### src/rtl/decimal_entry_12bits_if.sv
// Keypad-style decimal entry bus: digit/enter/clear strobes in, running and committed values out.
interface decimal_entry_12bits_if;
  logic [3:0]  i_digit;
  logic        i_digit_stb;
  logic        i_enter;
  logic        i_clr;
  logic [11:0] o_value;
  logic [15:0] o_bcd;
  logic [2:0]  o_count;
  logic        o_busy;
  logic [11:0] o_result;
  logic        o_valid;
  logic        o_ovf;
  logic        o_err;

  modport master (
    output i_digit, i_digit_stb, i_enter, i_clr,
    input  o_value, o_bcd, o_count, o_busy, o_result, o_valid, o_ovf, o_err
  );

  modport slave (
    input  i_digit, i_digit_stb, i_enter, i_clr,
    output o_value, o_bcd, o_count, o_busy, o_result, o_valid, o_ovf, o_err
  );
endinterface

### src/rtl/decimal_entry_12bits.sv
// Accumulates BCD digits into a saturating 12-bit binary value; ENTER commits, CLR discards.
module decimal_entry_12bits #(
  parameter int unsigned MAX_DIGITS = 4,
  parameter int unsigned MAX_VALUE  = 4095
) (
  input logic                    i_clk,
  input logic                    i_rst,
  decimal_entry_12bits_if.slave  io_bus
);

  typedef enum logic [1:0] {StIdle, StCalc, StCommit} state_e;

  localparam logic [13:0] MaxAcc = 14'(MAX_VALUE);
  localparam logic [11:0] MaxVal = 12'(MAX_VALUE);
  localparam logic [2:0]  MaxCnt = 3'(MAX_DIGITS);

  state_e      r_state, w_state_d;
  logic [13:0] r_acc, w_acc_d;
  logic [2:0]  r_cnt, w_cnt_d;
  logic [15:0] r_bcd, w_bcd_d;
  logic [3:0]  r_digit, w_digit_d;
  logic        w_err_d, w_commit, w_clear;

  logic [11:0] r_value, r_result;
  logic [15:0] r_bcd_o;
  logic [2:0]  r_cnt_o;
  logic        r_ovf, r_valid, r_err, r_busy;

  logic [17:0] w_mul;
  logic [13:0] w_acc_calc;
  logic [11:0] w_sat;

  // acc*10 + digit via shifts; clamp keeps larger MAX_DIGITS from wrapping
  assign w_mul      = (18'(r_acc) << 3) + (18'(r_acc) << 1) + 18'(r_digit);
  assign w_acc_calc = (w_mul > 18'h3FFF) ? 14'h3FFF : w_mul[13:0];
  assign w_sat      = (r_acc > MaxAcc) ? MaxVal : r_acc[11:0];
  assign w_clear    = io_bus.i_clr | w_commit;

  always_comb begin
    w_state_d = r_state;
    w_acc_d   = r_acc;
    w_cnt_d   = r_cnt;
    w_bcd_d   = r_bcd;
    w_digit_d = r_digit;
    w_err_d   = 1'b0;
    w_commit  = 1'b0;
    if (io_bus.i_clr) begin
      w_state_d = StIdle;
      w_acc_d   = '0;
      w_cnt_d   = '0;
      w_bcd_d   = '0;
    end else begin
      unique case (r_state)
        StIdle: begin
          if (io_bus.i_enter) begin
            w_state_d = StCommit;
          end else if (io_bus.i_digit_stb) begin
            if (io_bus.i_digit <= 4'd9 && r_cnt < MaxCnt) begin
              w_digit_d = io_bus.i_digit;
              w_state_d = StCalc;
            end else begin
              w_err_d = 1'b1;
            end
          end
        end
        StCalc: begin
          w_acc_d   = w_acc_calc;
          w_cnt_d   = r_cnt + 3'd1;
          w_bcd_d   = {r_bcd[11:0], r_digit};
          w_state_d = StIdle;
        end
        StCommit: begin
          w_commit  = 1'b1;
          w_acc_d   = '0;
          w_cnt_d   = '0;
          w_bcd_d   = '0;
          w_state_d = StIdle;
        end
        default: w_state_d = StIdle;
      endcase
    end
  end

  always_ff @(posedge i_clk or posedge i_rst) begin
    if (i_rst) begin
      r_state  <= StIdle;
      r_acc    <= '0;
      r_cnt    <= '0;
      r_bcd    <= '0;
      r_digit  <= '0;
      r_value  <= '0;
      r_bcd_o  <= '0;
      r_cnt_o  <= '0;
      r_ovf    <= 1'b0;
      r_result <= '0;
      r_valid  <= 1'b0;
      r_err    <= 1'b0;
      r_busy   <= 1'b0;
    end else begin
      r_state <= w_state_d;
      r_acc   <= w_acc_d;
      r_cnt   <= w_cnt_d;
      r_bcd   <= w_bcd_d;
      r_digit <= w_digit_d;
      r_err   <= w_err_d;
      r_valid <= w_commit;
      r_busy  <= (w_state_d == StCalc);
      // Output stage trails the accumulator by one edge, except clears land at once
      if (w_clear) begin
        r_value <= '0;
        r_bcd_o <= '0;
        r_cnt_o <= '0;
        r_ovf   <= 1'b0;
      end else begin
        r_value <= w_sat;
        r_bcd_o <= r_bcd;
        r_cnt_o <= r_cnt;
        r_ovf   <= r_ovf | (r_acc > MaxAcc);
      end
      if (w_commit) begin
        r_result <= w_sat;
      end
    end
  end

  assign io_bus.o_value  = r_value;
  assign io_bus.o_bcd    = r_bcd_o;
  assign io_bus.o_count  = r_cnt_o;
  assign io_bus.o_busy   = r_busy;
  assign io_bus.o_result = r_result;
  assign io_bus.o_valid  = r_valid;
  assign io_bus.o_ovf    = r_ovf;
  assign io_bus.o_err    = r_err;

endmodule

### src/flat_wrapper.sv
// flat-port wrapper written by rule: the top's interface ports become plain ports
module decimal_entry_12bits_flat 
#(
  parameter int unsigned MAX_DIGITS = 4,
  parameter int unsigned MAX_VALUE  = 4095
)
  (i_clk, i_rst, io_bus_i_digit, io_bus_i_digit_stb, io_bus_i_enter, io_bus_i_clr, io_bus_o_value, io_bus_o_bcd, io_bus_o_count, io_bus_o_busy, io_bus_o_result, io_bus_o_valid, io_bus_o_ovf, io_bus_o_err);
  decimal_entry_12bits_if io_bus_i ();
  input logic i_clk;
  input logic i_rst;
  input wire logic [$bits(io_bus_i.i_digit)-1:0] io_bus_i_digit;
  input wire logic [$bits(io_bus_i.i_digit_stb)-1:0] io_bus_i_digit_stb;
  input wire logic [$bits(io_bus_i.i_enter)-1:0] io_bus_i_enter;
  input wire logic [$bits(io_bus_i.i_clr)-1:0] io_bus_i_clr;
  output wire logic [$bits(io_bus_i.o_value)-1:0] io_bus_o_value;
  output wire logic [$bits(io_bus_i.o_bcd)-1:0] io_bus_o_bcd;
  output wire logic [$bits(io_bus_i.o_count)-1:0] io_bus_o_count;
  output wire logic [$bits(io_bus_i.o_busy)-1:0] io_bus_o_busy;
  output wire logic [$bits(io_bus_i.o_result)-1:0] io_bus_o_result;
  output wire logic [$bits(io_bus_i.o_valid)-1:0] io_bus_o_valid;
  output wire logic [$bits(io_bus_i.o_ovf)-1:0] io_bus_o_ovf;
  output wire logic [$bits(io_bus_i.o_err)-1:0] io_bus_o_err;
  assign io_bus_i.i_digit = io_bus_i_digit;
  assign io_bus_i.i_digit_stb = io_bus_i_digit_stb;
  assign io_bus_i.i_enter = io_bus_i_enter;
  assign io_bus_i.i_clr = io_bus_i_clr;
  assign io_bus_o_value = io_bus_i.o_value;
  assign io_bus_o_bcd = io_bus_i.o_bcd;
  assign io_bus_o_count = io_bus_i.o_count;
  assign io_bus_o_busy = io_bus_i.o_busy;
  assign io_bus_o_result = io_bus_i.o_result;
  assign io_bus_o_valid = io_bus_i.o_valid;
  assign io_bus_o_ovf = io_bus_i.o_ovf;
  assign io_bus_o_err = io_bus_i.o_err;
  decimal_entry_12bits #(.MAX_DIGITS(MAX_DIGITS), .MAX_VALUE(MAX_VALUE)) u_core (.i_clk(i_clk), .i_rst(i_rst), .io_bus(io_bus_i));
endmodule
### config.mk
export PLATFORM = sky130hd
export DESIGN_NAME = decimal_entry_12bits_flat
export DESIGN_NICKNAME = d
export VERILOG_FILES = /design/src/rtl/decimal_entry_12bits_if.sv /design/src/rtl/decimal_entry_12bits.sv /design/src/flat_wrapper.sv
export SDC_FILE = /design/constraint.sdc
export NUM_CORES = 1
export LEC_CHECK = 0
export CORE_ASPECT_RATIO = 0.9
export CORE_UTILIZATION = 30
export DETAILED_ROUTE_END_ITERATION = 16
export PLACE_DENSITY = 0.47
export SLEW_MARGIN = 20
export SYNTH_ARGS = -nofsm -noshare
export SYNTH_HDL_FRONTEND = slang
export SYNTH_SLANG_ARGS = --single-unit
### constraint.sdc
create_clock -name i_clk -period 5.2 [get_ports i_clk]
set_clock_uncertainty 0.1 [all_clocks]
set_input_delay 0.78 -clock i_clk [delete_from_list [all_inputs] [get_ports i_clk]]
set_output_delay 0.78 -clock i_clk [all_outputs]
set_load 0.03 [all_outputs]
# [Yosys cells after proc, flatten, opt, wreduce, memory -nomap -nowiden]
# Cells that the tools add are included.
[totals] reg_bits=86 elab_cells=55
[op_classes] add_sub_neg=3 magnitude_cmp=4 n_eq_ne=3 mux=24 bitwise=4 n_reduce_logical=4
[ops] operator="$mux 16" count=2
[ops] operator="$pmux 16 s2" count=1
[ops] operator="$mux 14" count=2
[ops] operator="$pmux 14 s2" count=1
[ops] operator="$mux 12" count=2
[ops] operator="$add 17x15->18" count=1
[ops] operator="$add 18x4->18" count=1
[ops] operator="$gt 18x14->1 const B" count=1
[ops] operator="$gt 14x12->1 const B" count=1
[ops] operator="$mux 2" count=5
[ops] operator="$mux 1" count=8
[ops] operator="$mux 3" count=2
[ops] operator="$pmux 3 s2" count=1
[ops] operator="$reduce_and 5->1" count=1
[ops] operator="$eq 2x1->1 const B" count=2
[ops] operator="$le 4x4->1 const B" count=1
[ops] operator="$add 3x1->3 const B" count=1
[ops] operator="$lt 3x3->1 const B" count=1
[ops] operator="$reduce_bool 3->1" count=1
[ops] operator="$eq 2x2->1 const B" count=1
[ops] operator="$logic_not 2->1" count=1
[ops] operator="$not 1->1" count=2
[ops] operator="$or 1x1->1" count=2
[ops] operator="$logic_and 1x1->1" count=1

# [Depth between registers and ports, before layout]
[logic_depth] word_depth=8 depth_mapped=11 depth_no_buf=10

# [Worst setup path before layout]
# OpenSTA, ideal clock, no wires.
[synth_timing] path_kind="flip-flop to flip-flop" startpoint="register u_core.r_acc[0]" endpoint="register u_core.r_acc[0]" setup_time_ps=137 arrival_time_ps=2921 path_slack_ps=2042 path_stages_with_launch=11 n_path_buf=1 synth_period_minus_slack_ps=3158 cell_sequence="dfrtp_1 fa_1 fa_1 a21o_1 a221oi_2 o22ai_1 mux2i_1 xnor2_1 buf_6 a2111oi_1 a21oi_1"
[synth_via] elab_chain_cells=6
[synth_rtl] element="start, declared" line="decimal_entry_12bits.sv:18" source="logic [13:0] r_acc, w_acc_d;"
[synth_rtl] element="start signal, assigned" line="decimal_entry_12bits.sv:101" source="r_acc <= w_acc_d;"
[synth_rtl] element="$add 17x15->18" line="decimal_entry_12bits.sv:34" source="assign w_mul = (18'(r_acc) << 3) + (18'(r_acc) << 1) + 18'(r_digit);"
[synth_rtl] element="$add 18x4->18" line="decimal_entry_12bits.sv:34"
[synth_rtl] element="$gt 18x14->1" line="decimal_entry_12bits.sv:35" source="assign w_acc_calc = (w_mul > 18'h3FFF) ? 14'h3FFF : w_mul[13:0];"
[synth_rtl] element="$mux 14" line="decimal_entry_12bits.sv:35"
[synth_rtl] element="$pmux 14 s2" line="decimal_entry_12bits.sv:53" source="unique case (r_state)"
[synth_rtl] element="$mux 14" line="decimal_entry_12bits.sv:47" source="if (io_bus.i_clr) begin"
# Every way passes these cells.
# A chain may end at the register's enable or synchronous reset.

# [Final worst setup path]
[layout_timing] startpoint="register u_core.r_acc[0]" endpoint="register u_core.r_acc[9]"
[layout_via] elab_chain_cells=6
[layout_rtl] element="$add 17x15->18 (*)" line="decimal_entry_12bits.sv:34"
[layout_rtl] element="$add 18x4->18 (*)" line="decimal_entry_12bits.sv:34"
[layout_rtl] element="$gt 18x14->1" line="decimal_entry_12bits.sv:35"
[layout_rtl] element="$mux 14 (*)" line="decimal_entry_12bits.sv:35"
[layout_rtl] element="$pmux 14 s2 (*)" line="decimal_entry_12bits.sv:53"
[layout_rtl] element="$mux 14 (*)" line="decimal_entry_12bits.sv:47"
# Mark *: on every way between the ends. The rest lies on a longest branch, timed or not.

==> summary.txt <==
Final net count -> 462
Routability cong. -> 0.819
Met3 wire len -> 364 µm
Setup TNS -> 0 ps
Layout cell share with drive strength beyond 1 -> 8.43%
Highest metal used -> met4
Met2 WL -> 3630 µm
Switch share -> 25.7%
Initial DRC count -> 217
Period Utilization, post-route -> 69.5%
Final WS setup -> 1580 ps
Pwr dens -> 297 mW/mm²
Unrepaired setup endpoints after global routing -> no
#FFs+latches synth -> 86
Crit path max fanout -> 12
Num CTS Buffers -> 9
Total Wirelength -> 8950 µm
Share of the synthesized area in the top cell type -> 53.3%
Worst hold start -> u_core.r_bcd[15]$_DFFE_PP0P_
Seq pwr share -> 48.5%
Post-synth EDFFs -> 0
Post-Synthesis Cell Area -> 0.00404 mm²
Worst Hold Class -> reg -> reg
Top-count cell post-synth -> dfrtp_1
Clock share of power -> 38.7%
Setup crit start -> u_core.r_acc[0]$_DFFE_PP0P_
M1 WL -> 4830 µm
Min Tclk post-route -> 3620 ps
Dominant synthesized flop cell -> dfrtp_1
Die height -> 112 µm
Synth cell count leaders -> dfrtp_1 (86), a21oi_1 (53), nor2_1 (53)
Starting Density -> 31.2%
# hold bufs at CTS -> 0
Clock transition at path regs -> 60 ps
Clock Latency Late Sink -> 330 ps
Routed Antenna Nets -> 0
Synth Area per Inst -> 10.9 µm²
Area contributors post-synth -> dfrtp_1 (53%), ha_1 (8.7%), a21oi_1 (6.6%)
Setup CP Type -> reg -> reg
Slew HR -> 33.0%
Routed WL per cell -> 15.1 µm
Core region area -> 0.0129 mm²
Total GRT Usage -> 13.9%
Full die area -> 0.0139 mm²
Mapped Cells -> 370
Clock Path Buffers -> 2
Detailed Place HPWL -> 6400 µm
Worst EP arrival -> 3710 ps
Yosys cell types -> 40
Fin util -> 39.0%
GR Overflow Total -> 0
Post-CTS setup buffers -> 0
P&R area growth vs syn -> 24.8%
CTS tree -> built
Sink Count -> 86
Number of warnings issued by yosys -> 0
FFs w/ async S/R, synth -> 100%
Sequential area share after synthesis -> 53.3%
Max Cap Viol -> 0
Sw Pwr -> 0.000385 W
Post-cts repair resize count -> 0
Initial antenna violation count -> 0
Row count -> 39
Comb power frac -> 12.8%
Max-slew violations -> 0
Int Pwr -> 0.00111 W
Residual DRC -> 0
Max VDD drop -> 0.000151 V
Non-Filler Instances -> 591
Setup violators final -> 0
Vias -> 2855
Pre-CTS setup slack -> 1650 ps
Syn Nets -> 409
Leakage -> 2.34 nW
Req. time, crit path -> 5290 ps
Global-route wire length before repair -> 15200 µm
Vias in the first global route -> 2842
Die X -> 124 µm
Num ports -> 56
Final Hold Vio Count -> 0
Clock root buffer -> clkbuf_16
ANT cells -> 0
Port bufs -> 55
Placed cells -> 576
Reg-to-reg startpoint -> u_core.r_acc[0]$_DFFE_PP0P_
Largest area contributor in the netlist -> dfrtp_1
Crit end category -> register
Status -> complete, no violations
Drt first pass iters -> 5
Setup crit start kind -> register
H-tree depth -> 3
R2r setup slk -> 1580 ps
Via-per-instance ratio -> 4.83
Worst-margin pin slew -> 1000 ps
Largest net degree at the start of global routing -> 50
Max Freq -> 0.277 GHz
critical path, cell delays in order, from the launching register on:
cell	delay (ps)
dfrtp_1	440
fa_1	530
fa_1	470
a21o_1	230
a221oi_2	360
o22ai_1	180
mux2i_1	210
xnor2_1	90
buf_4	190
nor4_1	530
a21oi_1	130
metal layers:
metal | global-route usage [%] | vias to the layer above
li1 | - | 1432
met2 | 18.7 | 65
met5 | 0 | -
met4 | 5.06 | 0
met3 | 3.10 | 8
met1 | 21.4 | 1350
placed cells by master (no fill, tap or decap), types with 2 or more instances in the layout:
master           instances
a21o_1                   2
xor2_1                   5
a21oi_1                 53
clkbuf_16                9
fa_1                     2
nand4_1                  2
and2_1                  20
nor2b_1                  4
clkbuf_1                 2
and3_1                   2
a31o_2                   2
nand2b_1                 4
a22o_1                  18
nor3_1                   5
clkinv_2                 2
inv_1                    2
a2111oi_2                4
a31oi_1                  2
dfrtp_1                 86
a21boi_0                 2
nand3_1                  3
mux2_2                   6
o21ai_0                  6
a2111oi_1                6
nand2_1                 13
clkdlybuf4s50_1         55
nor2_1                  51
ha_1                    28
buf_4                    5
a211oi_1                 2
xnor2_1                  6
metrics by stage:
stage | instance area [µm²] | total power [W] | hold WS (ps)
floorplan | 4040 | 0.000851 | 354
global placement | 4760 | 0.000931 | 373
detailed placement | 4760 | 0.000933 | 375
CTS | 5030 | 0.00152 | 387
global route | 5040 | 0.00157 | 404
finish | 5040 | 0.00150 | 384
path summary, 6_finish.rpt:
kind / end / cells past startpoint
setup / recovery: u_core.r_acc[9]$_DFFE_PP0P_ / 10
min in group asynchronous: u_core.io_bus.o_value[2]$_DFF_PP0_ / 2
hold reg to reg: u_core.io_bus.o_bcd[15]$_DFF_PP0_ / 1
hold / removal: u_core.io_bus.o_bcd[15]$_DFF_PP0_ / 1
max in group asynchronous: u_core.io_bus.o_value[8]$_DFF_PP0_ / 3
setup reg to reg: u_core.r_acc[9]$_DFFE_PP0P_ / 10
area by class of cell:
| cell class | instances | area [µm²] |
|---|---|---|
| Clock buffer | 12 | 246 |
| Inverter | 3 | 12.5 |
| Timing Repair Buffer | 60 | 588 |
| Clock inverter | 3 | 21.3 |
| Sequential cell | 86 | 2150 |
| Fill cell | 1242 | 7890 |
| Tap cell | 164 | 205 |
| Multi-Input combinational cell | 263 | 1810 |
state kept, by name, indices dropped and copies added, names as in the netlist:
name,flops
u_core.io_bus.o_bcd,16
u_core.io_bus.o_busy,1
u_core.io_bus.o_count,3
u_core.io_bus.o_err,1
u_core.io_bus.o_ovf,1
u_core.io_bus.o_result,12
u_core.io_bus.o_valid,1
u_core.io_bus.o_value,12
u_core.r_acc,14
u_core.r_bcd,16
u_core.r_cnt,3
u_core.r_digit,4
u_core.r_state,2
kinds of logic after synthesis:
kind of cell             synth area share [%]
adder cells (fa/ha/maj)                  9.67
flip-flops                               53.3
XOR/XNOR                                 2.39
AND/OR/NAND/NOR                          13.2
buffers and inverters                    2.14
AO/OA/AOI/OAI                            17.4
multiplexers                             1.92
power by group through the flow:
stage	Clock (W)	Sequential, W	Combinational, W
after CTS	0.000597	0.000727	0.000194
after global routing	0.000625	0.000731	0.000209
after floorplan	0	0.000777	0.0000735
after detailed placement	0	0.000739	0.000193
after global placement	0	0.000739	0.000192
final	0.000579	0.000726	0.000192
No activity file was read; power rests on OpenSTA's default activity.
